==> config.mk <==
export PLATFORM = sky130hd
export DESIGN_NAME = vga_pattern_sequencer
export DESIGN_NICKNAME = d
export VERILOG_FILES = /design/src/rtl/vga_pkg.sv /design/src/rtl/vga_timing_counter.sv /design/src/rtl/vga_pattern_sequencer.sv
export SDC_FILE = /design/constraint.sdc
export NUM_CORES = 1
export LEC_CHECK = 0
export ABC_AREA = 1
export CORE_ASPECT_RATIO = 0.9
export CORE_MARGIN = 4
export CORE_UTILIZATION = 54
export CTS_BUF_LIST = sky130_fd_sc_hd__clkbuf_4 sky130_fd_sc_hd__clkbuf_8 sky130_fd_sc_hd__clkbuf_16
export CTS_CLUSTER_SIZE = 10
export DETAILED_ROUTE_END_ITERATION = 6
export PLACE_DENSITY = 0.84
export SYNTH_ARGS = -nofsm -noshare
export SYNTH_HDL_FRONTEND = slang
export SYNTH_SLANG_ARGS = --single-unit
==> constraint.sdc <==
create_clock -name clock -period 2.5 [get_ports clock]
set_input_delay 0.25 -clock clock [delete_from_list [all_inputs] [get_ports clock]]
set_output_delay 0.25 -clock clock [all_outputs]
set_load 0.005 [all_outputs]
==> src/rtl/vga_pkg.sv <==
// Shared types and default 640x480@25MHz timing for the VGA test-pattern sequencer.
package vga_pkg;

  typedef enum logic [2:0] {
    PAT_OFF,
    PAT_RED,
    PAT_GRN,
    PAT_BLU,
    PAT_CHECKER,
    PAT_BARS,
    PAT_BORDER
  } pattern_t;

  typedef enum logic {
    IDLE,
    PENDING
  } seq_state_t;

  localparam int DEF_TOTAL_COLS    = 800;
  localparam int DEF_TOTAL_ROWS    = 525;
  localparam int DEF_ACTIVE_COLS   = 640;
  localparam int DEF_ACTIVE_ROWS   = 480;
  localparam int DEF_H_FRONT_PORCH = 16;
  localparam int DEF_H_SYNC_WIDTH  = 96;
  localparam int DEF_V_FRONT_PORCH = 10;
  localparam int DEF_V_SYNC_WIDTH  = 2;
  localparam int DEF_DWELL_FRAMES  = 60;

  // Index 7 has no pattern behind it, so it selects the blank output.
  function automatic pattern_t sanitize(input logic [2:0] idx);
    return (idx > 3'd6) ? PAT_OFF : pattern_t'(idx);
  endfunction

  // Auto-cycle order skips PAT_OFF: 0->1 ... 5->6, 6->1.
  function automatic pattern_t next_auto(input pattern_t p);
    return (p == PAT_BORDER) ? PAT_RED : pattern_t'(p + 3'd1);
  endfunction

endpackage

==> src/rtl/vga_timing_counter.sv <==
// Raster col/row counters with registered sync/active decode aligned to the presented position.
module vga_timing_counter
  import vga_pkg::*;
#(
  parameter int TOTAL_COLS    = DEF_TOTAL_COLS,
  parameter int TOTAL_ROWS    = DEF_TOTAL_ROWS,
  parameter int ACTIVE_COLS   = DEF_ACTIVE_COLS,
  parameter int ACTIVE_ROWS   = DEF_ACTIVE_ROWS,
  parameter int H_FRONT_PORCH = DEF_H_FRONT_PORCH,
  parameter int H_SYNC_WIDTH  = DEF_H_SYNC_WIDTH,
  parameter int V_FRONT_PORCH = DEF_V_FRONT_PORCH,
  parameter int V_SYNC_WIDTH  = DEF_V_SYNC_WIDTH
) (
  input  logic       clock,
  input  logic       reset_n,
  output logic [9:0] col,
  output logic [9:0] row,
  output logic       active,
  output logic       hsync,
  output logic       vsync,
  output logic       frame_start,
  output logic       wrap
);

  localparam logic [9:0] LAST_COL = 10'(TOTAL_COLS - 1);
  localparam logic [9:0] LAST_ROW = 10'(TOTAL_ROWS - 1);
  localparam logic [9:0] ACT_COLS = 10'(ACTIVE_COLS);
  localparam logic [9:0] ACT_ROWS = 10'(ACTIVE_ROWS);
  localparam logic [9:0] HS_FIRST = 10'(ACTIVE_COLS + H_FRONT_PORCH);
  localparam logic [9:0] HS_LAST  = 10'(ACTIVE_COLS + H_FRONT_PORCH + H_SYNC_WIDTH - 1);
  localparam logic [9:0] VS_FIRST = 10'(ACTIVE_ROWS + V_FRONT_PORCH);
  localparam logic [9:0] VS_LAST  = 10'(ACTIVE_ROWS + V_FRONT_PORCH + V_SYNC_WIDTH - 1);

  logic [9:0] col_nxt;
  logic [9:0] row_nxt;

  assign wrap = (col == LAST_COL) && (row == LAST_ROW);

  always_comb begin
    col_nxt = col + 10'd1;
    row_nxt = row;
    if (col == LAST_COL) begin
      col_nxt = '0;
      row_nxt = (row == LAST_ROW) ? 10'd0 : row + 10'd1;
    end
  end

  // Decode from the next position so flags land in the same cycle as the col/row they describe.
  always_ff @(posedge clock) begin
    if (!reset_n) begin
      col         <= '0;
      row         <= '0;
      active      <= 1'b1;
      hsync       <= 1'b1;
      vsync       <= 1'b1;
      frame_start <= 1'b0;
    end else begin
      col         <= col_nxt;
      row         <= row_nxt;
      active      <= (col_nxt < ACT_COLS) && (row_nxt < ACT_ROWS);
      hsync       <= !((col_nxt >= HS_FIRST) && (col_nxt <= HS_LAST));
      vsync       <= !((row_nxt >= VS_FIRST) && (row_nxt <= VS_LAST));
      frame_start <= wrap;
    end
  end

endmodule

==> src/rtl/vga_pattern_sequencer.sv <==
// Pattern scheduler: applies requested patterns only on frame wrap so no frame is torn.
// Optional dwell-based auto-cycling is enabled by defining PATTERN_AUTO_CYCLE_EN.
//
// state   | meaning
// IDLE    | ready for a pattern request
// PENDING | request latched, waiting for the frame wrap to apply it
module vga_pattern_sequencer
  import vga_pkg::*;
#(
  parameter int TOTAL_COLS    = DEF_TOTAL_COLS,
  parameter int TOTAL_ROWS    = DEF_TOTAL_ROWS,
  parameter int ACTIVE_COLS   = DEF_ACTIVE_COLS,
  parameter int ACTIVE_ROWS   = DEF_ACTIVE_ROWS,
  parameter int H_FRONT_PORCH = DEF_H_FRONT_PORCH,
  parameter int H_SYNC_WIDTH  = DEF_H_SYNC_WIDTH,
  parameter int V_FRONT_PORCH = DEF_V_FRONT_PORCH,
  parameter int V_SYNC_WIDTH  = DEF_V_SYNC_WIDTH
`ifdef PATTERN_AUTO_CYCLE_EN
  , parameter int DWELL_FRAMES = DEF_DWELL_FRAMES
`endif
) (
  input  logic       clock,
  input  logic       reset_n,
  input  logic       sel_valid,
  input  logic [2:0] sel_pattern,
  output logic       sel_ready,
  output logic [9:0] col,
  output logic [9:0] row,
  output logic       active,
  output logic       hsync,
  output logic       vsync,
  output logic       frame_start,
  output logic [2:0] pattern
);

  seq_state_t state, state_nxt;
  pattern_t   pattern_q, pattern_nxt;
  pattern_t   pend_q, pend_nxt;
  logic       wrap;

  vga_timing_counter #(
    .TOTAL_COLS   (TOTAL_COLS),
    .TOTAL_ROWS   (TOTAL_ROWS),
    .ACTIVE_COLS  (ACTIVE_COLS),
    .ACTIVE_ROWS  (ACTIVE_ROWS),
    .H_FRONT_PORCH(H_FRONT_PORCH),
    .H_SYNC_WIDTH (H_SYNC_WIDTH),
    .V_FRONT_PORCH(V_FRONT_PORCH),
    .V_SYNC_WIDTH (V_SYNC_WIDTH)
  ) u_timing (
    .clock      (clock),
    .reset_n    (reset_n),
    .col        (col),
    .row        (row),
    .active     (active),
    .hsync      (hsync),
    .vsync      (vsync),
    .frame_start(frame_start),
    .wrap       (wrap)
  );

  assign sel_ready = (state == IDLE);
  assign pattern   = pattern_q;

`ifdef PATTERN_AUTO_CYCLE_EN
  logic [9:0]  frame_cnt, frame_cnt_nxt;
  logic [10:0] frame_cnt_inc;

  assign frame_cnt_inc = {1'b0, frame_cnt} + 11'd1;

  always_ff @(posedge clock) begin
    if (!reset_n) frame_cnt <= '0;
    else          frame_cnt <= frame_cnt_nxt;
  end
`endif

  always_comb begin
    state_nxt   = state;
    pattern_nxt = pattern_q;
    pend_nxt    = pend_q;
`ifdef PATTERN_AUTO_CYCLE_EN
    frame_cnt_nxt = frame_cnt;
`endif
    case (state)
      IDLE: begin
        if (sel_valid) begin
          pend_nxt  = sanitize(sel_pattern);
          state_nxt = PENDING;
        end
      end
      PENDING: begin
        if (wrap) begin
          pattern_nxt = pend_q;
          state_nxt   = IDLE;
        end
      end
      default: state_nxt = IDLE;
    endcase
`ifdef PATTERN_AUTO_CYCLE_EN
    // A pending manual request owns the wrap and restarts the dwell.
    if (wrap) begin
      if (state == PENDING) begin
        frame_cnt_nxt = '0;
      end else if (frame_cnt_inc >= 11'(DWELL_FRAMES)) begin
        pattern_nxt   = next_auto(pattern_q);
        frame_cnt_nxt = '0;
      end else begin
        frame_cnt_nxt = frame_cnt_inc[9:0];
      end
    end
`endif
  end

  always_ff @(posedge clock) begin
    if (!reset_n) begin
      state     <= IDLE;
      pattern_q <= PAT_OFF;
      pend_q    <= PAT_OFF;
    end else begin
      state     <= state_nxt;
      pattern_q <= pattern_nxt;
      pend_q    <= pend_nxt;
    end
  end

endmodule

# ---- Word level (Yosys, flattened, before mapping)
# Cells that the tools add are included.
dict set report totals {
  latchBits 0
  reg_bits 31
  n_memories 0
  ram_bits 0
  elab_cells 36
  output_inout_bits 28
  inputBits 6
  romBits 0
}
dict set report classes {
  bitwise 1
  eq_ne 2
  order_cmp 7
  n_mul 0
  add_sub_neg 2
  shift 0
  muxes 7
  n_div 0
  reduce_logical 8
}
# cell count
set op_table {}
lappend op_table {{$mux W10} 3}
lappend op_table {{$add A10 B1 Y10 const B} 2}
lappend op_table {{$eq A10 B10 Y1 const B} 2}
lappend op_table {{$ge A10 B10 Y1 const B} 1}
lappend op_table {{$ge A10 B9 Y1 const B} 1}
lappend op_table {{$le A10 B10 Y1 const B} 1}
lappend op_table {{$le A10 B9 Y1 const B} 1}
lappend op_table {{$lt A10 B10 Y1 const B} 1}
lappend op_table {{$lt A10 B9 Y1 const B} 1}
lappend op_table {{$logic_and A1 B1 Y1} 4}
lappend op_table {{$reduce_and A2 Y1} 2}
lappend op_table {{$gt A3 B3 Y1 const B} 1}
lappend op_table {{$mux W3} 1}
lappend op_table {{$logic_not A1 Y1} 2}
lappend op_table {{$mux W1} 2}
lappend op_table {{$pmux W1 S2} 1}
lappend op_table {{$not A1 Y1} 1}

# ---- Logic depth before layout (Yosys ltp)
dict set report logic_depth {
  ltp_word 6
  mapped_depth 12
  mapped_depth_nobuf 12
}

# ---- Modules after synthesis
# Synthesis repeated with hierarchy kept, for this count alone.
dict set report unflattened {
  cells_unflattened 258
  area_unflattened_um2 1665.3
}
# module seq_area_each_um2 n_inst area_each_um2 cells_per_inst
set modules_own_cells {}
lappend modules_own_cells {vga_timing_counter 480.5 1 1375.1 216}
lappend modules_own_cells {vga_pattern_sequencer 140.1 1 290.3 42}

# ---- Least setup slack after synthesis
# OpenSTA, ideal clock, no wires.
dict set report synth_timing {
  path_kind {register to register}
  start {register u_timing.row[0]}
  end {register u_timing.vsync}
  path_stages_with_launch 13
  setup_time_ns 0.123
  arrival_ns 1.411
  path_buffers 0
  slack_ns 0.966
  t_required_ns 2.377
  cell_sequence {dfxtp_1 > ha_1 > nand2_1 > nor2_1 > nand2_1 > nand2_1 > nand2_1 > nand2_1 > nand2_1 > nor2_1 > nand2_2 > inv_1 > nand3_1}
}
dict set report synth_between {
  elab_chain_len 6
}
# element line_no
set synth_lines {}
lappend synth_lines {{from (decl)} vga_timing_counter.sv:17} ;# output logic [9:0] row,
lappend synth_lines {{from (signal assigned)} vga_timing_counter.sv:59} ;# row <= row_nxt;
lappend synth_lines {{$add A10 B1 Y10 / $eq A10 B10 Y1 (equally long branches)} vga_timing_counter.sv:44} ;# row_nxt = (row == LAST_ROW) ? 10'd0 : row + 10'd1;
lappend synth_lines {{$mux W10} vga_timing_counter.sv:44}
lappend synth_lines {{$mux W10 (*)} vga_timing_counter.sv:42} ;# if (col == LAST_COL) begin
lappend synth_lines {{$ge A10 B9 Y1 / $le A10 B9 Y1 (equally long branches)} vga_timing_counter.sv:62} ;# vsync <= !((row_nxt >= VS_FIRST) && (row_nxt <= VS_LAST));
lappend synth_lines {{$logic_and A1 B1 Y1 (*)} vga_timing_counter.sv:62}
lappend synth_lines {{$logic_not A1 Y1 (*)} vga_timing_counter.sv:62}
lappend synth_lines {{to (signal assigned)} vga_timing_counter.sv:62}
lappend synth_lines {{to (decl)} vga_timing_counter.sv:20} ;# output logic vsync,
# Every way passes the cells marked *; elsewhere a longest branch is shown, timed or not.
# A chain may end at the register's enable or synchronous reset.

# ---- Worst setup path after layout
# Ends and elaborated chain as after synthesis.

==> results.json <==
{
  "clk_latency_ns": 0.32,
  "place_area_um2": 2020,
  "cts_buffer_depth": 2,
  "cts_hold_buf": 0,
  "critPathKind": "flip-flop to flip-flop",
  "p_total_uw": 888,
  "final_layout_size_suffix_gt1_share_pct": 7.99,
  "grt_max_degree": 16,
  "ys_warn_count": 0,
  "place.gp.congestion": 0.831,
  "startpoint_type": "flip-flop",
  "core_um2": 2840,
  "cts_tree": "yes",
  "vdd_drop_max_v": 0.000363,
  "period_share_pct": 72.2,
  "root_buffer": "clkbuf_4",
  "rr_endpoint": "u_timing.vsync",
  "synth.area.top_cells": "dfxtp_1 38%, nand2_1 16%, nor2_1 9.8%",
  "setup_viol_count_final": 0,
  "fill_cells": 252,
  "fin_ws_ns": 0.696,
  "h-tree-depth": 2,
  "hold_violations": 0,
  "layout_commonest_cell": "nand2_1",
  "critPathLaunch": "u_timing.row[0]",
  "skew_ns": 0.0156,
  "dp_hpwl_um": 2870,
  "fin_crit_ns": 1.80,
  "syn_area_um2": 1650,
  "cts.sinks": 31,
  "yosysSeqAreaShare_pct": 37.7,
  "final_cell_mix": "72 x nand2_1, 43 x nor2_1, 33 x clkdlybuf4s50_1, 32 x inv_1, 31 x dfxtp_1",
  "synth.avg_cell_area_um2": 6.62,
  "holdPathStages": 2,
  "initial_core_util_pct": 58.1,
  "max_freq_ghz": 0.554,
  "synth-xor-area-share_pct": 0,
  "cts_setup_buffers": 0,
  "drt_first_pass_iters": 4,
  "track_usage_pct": 21.6,
  "grt-ovfl-total": 0,
  "synth-adder-area-share_pct": 3.04,
  "antenna_left": 0,
  "hp-class": "flip-flop to flip-flop",
  "synthMuxAreaShare_pct": 0,
  "die_h_um": 60.4,
  "setup_tns_ns": 0,
  "antennaDiodeCount": 0,
  "port_buffers": 33,
  "synth_cell_type_count": 29,
  "synth_top_family_by_area": "simple AND/OR/NAND/NOR gates",
  "grt_pass1_vias": 1500,
  "antenna_found_initial": 0,
  "syn-num-nets": 259,
  "cts.repair.resized": 0,
  "drcViolationCount": 0,
  "cp.required_ns": 2.70,
  "outcome": "finished, final reports clean",
  "grt_pass1_wl_um": 6560,
  "drt-wirelength-per-cell_um": 11.5,
  "area_growth_pct": 27.1,
  "maxCapViolations": 0,
  "rows": 18,
  "synth-compound-area-share_pct": 7.44,
  "synth_seq_cells": 31,
  "relSlewSlack_pct": 77.2,
  "dp_slack_ns": 0.737,
  "die-area_um2": 4000,
  "power.density_nw_per_um2": 424,
  "synth_cells": 249,
  "routed_wl_um": 3770,
  "cp-end-kind": "flip-flop",
  "cts_buffers": 5,
  "synth-simple-area-share_pct": 43.0,
  "num-nets-final": 297,
  "rsz0062_at_grt": "no",
  "cp.arrival_ns": 2.01,
  "hold_ws_ns": 0.447,
  "critPathMaxFanout": 9,
  "avgViaCountPerCell": 4.98,
  "design_area_um2": 2090,
  "drtIter0Drc": 108,
  "worst_pin_slew_ns": 0.338,
  "clkTransAtPathRegs_ns": 0.11,
  "min_to": "pattern[1]",
  "ios": 34,
  "maxSlewViolCount": 0,
  "die_w_um": 66.2,
  "r2r-start": "u_timing.row[0]",
  "p_leak_uw": 0.000943,
  "yosysTopAreaCellShare_pct": 37.7,
  "r2r_setup_slack_ns": 0.70,
  "reg2reg_depth": 10,
  "yosysTopAreaCell": "dfxtp_1",
  "min-delay-start": "pend_q[1]",
  "vias": 1635
}
[cell type report]
type                            instances  area (µm²)  share of cell area [%]
Tap cell                               40        50.0                    2.39
Multi-Input combinational cell        180         881                    42.1
Sequential cell                        31         621                    29.6
Clock buffer                            7        65.1                    3.11
Inverter                               35         133                    6.33
Timing Repair Buffer                   34         338                    16.1
Clock inverter                          1        7.51                   0.358
[synth_stat cells (all sizes together)]
cell type   n
and2        1
a21oi       7
buf         2
a21boi      1
a211oi      1
nand3b      2
clkinv      2
nor2       47
inv        33
nand2      77
clkbuf      1
nand3      21
nor3        3
o21ai      10
o21bai      2
o211ai      1
nand4       3
ha          4
dfxtp      31
[per-stage QoR]
stage                     utilization [%]  cells
final                                73.8    328
after global routing                 73.8    328
after CTS                            73.8    328
after detailed placement             71.3    320
after global placement               71.3    320
after floorplan                         -    249
[routing by layer]
metal  wire length, µm  vias up  GRT usage, %  part of all wire [%]
met5                 0        -             0                     0
met4                19        0          6.38                  0.50
met3               272        2          4.44                   7.2
met2              1670       52          35.1                    44
met1              1810      725          29.2                    48
li1                  -      856             -                     -
[sequential cells by signal, summed over array words and instances (netlist names)]
register	cells
pattern	3
pend_q	3
state	1
u_timing.active	1
u_timing.col	10
u_timing.frame_start	1
u_timing.hsync	1
u_timing.row	10
u_timing.vsync	1
[power by group]
part / switching, µW / internal [µW] / leakage, µW
clock: 169 / 164 / 0.0000375
sequential: 7.54 / 503 / 0.000251
combinational: 21.0 / 23.0 / 0.000654
total: 198 / 690 / 0.000943
[cell families after synthesis]
family,count (synthesis)
flip-flops,31
AND/OR/NAND/NOR,154
buffers and inverters,38
AO/OA/AOI/OAI,22
adder cells (fa/ha/maj),4
[worst max-delay path, stage by stage, from the launching register on]
cell and delay, ns:
dfxtp_1 0.50, inv_1 0.10, ha_1 0.22, inv_1 0.05
nor2_1 0.03, nand3_1 0.07, nor2_1 0.05, o21ai_0 0.30
nand3_1 0.15, nor2_1 0.14, nand3_1 0.08
[how the worst max path moves through the flow]
stage                                 end  slack [ns]  depth (start not counted)
final                      u_timing.vsync        0.70                         10
after global routing      u_timing.active        0.53                         12
after CTS                  u_timing.vsync        0.70                          8
after detailed placement   u_timing.vsync        0.74                          8
after global placement     u_timing.vsync        0.76                         10
after floorplan            u_timing.vsync        0.97                         12
Power figures use the tool's default switching activity.
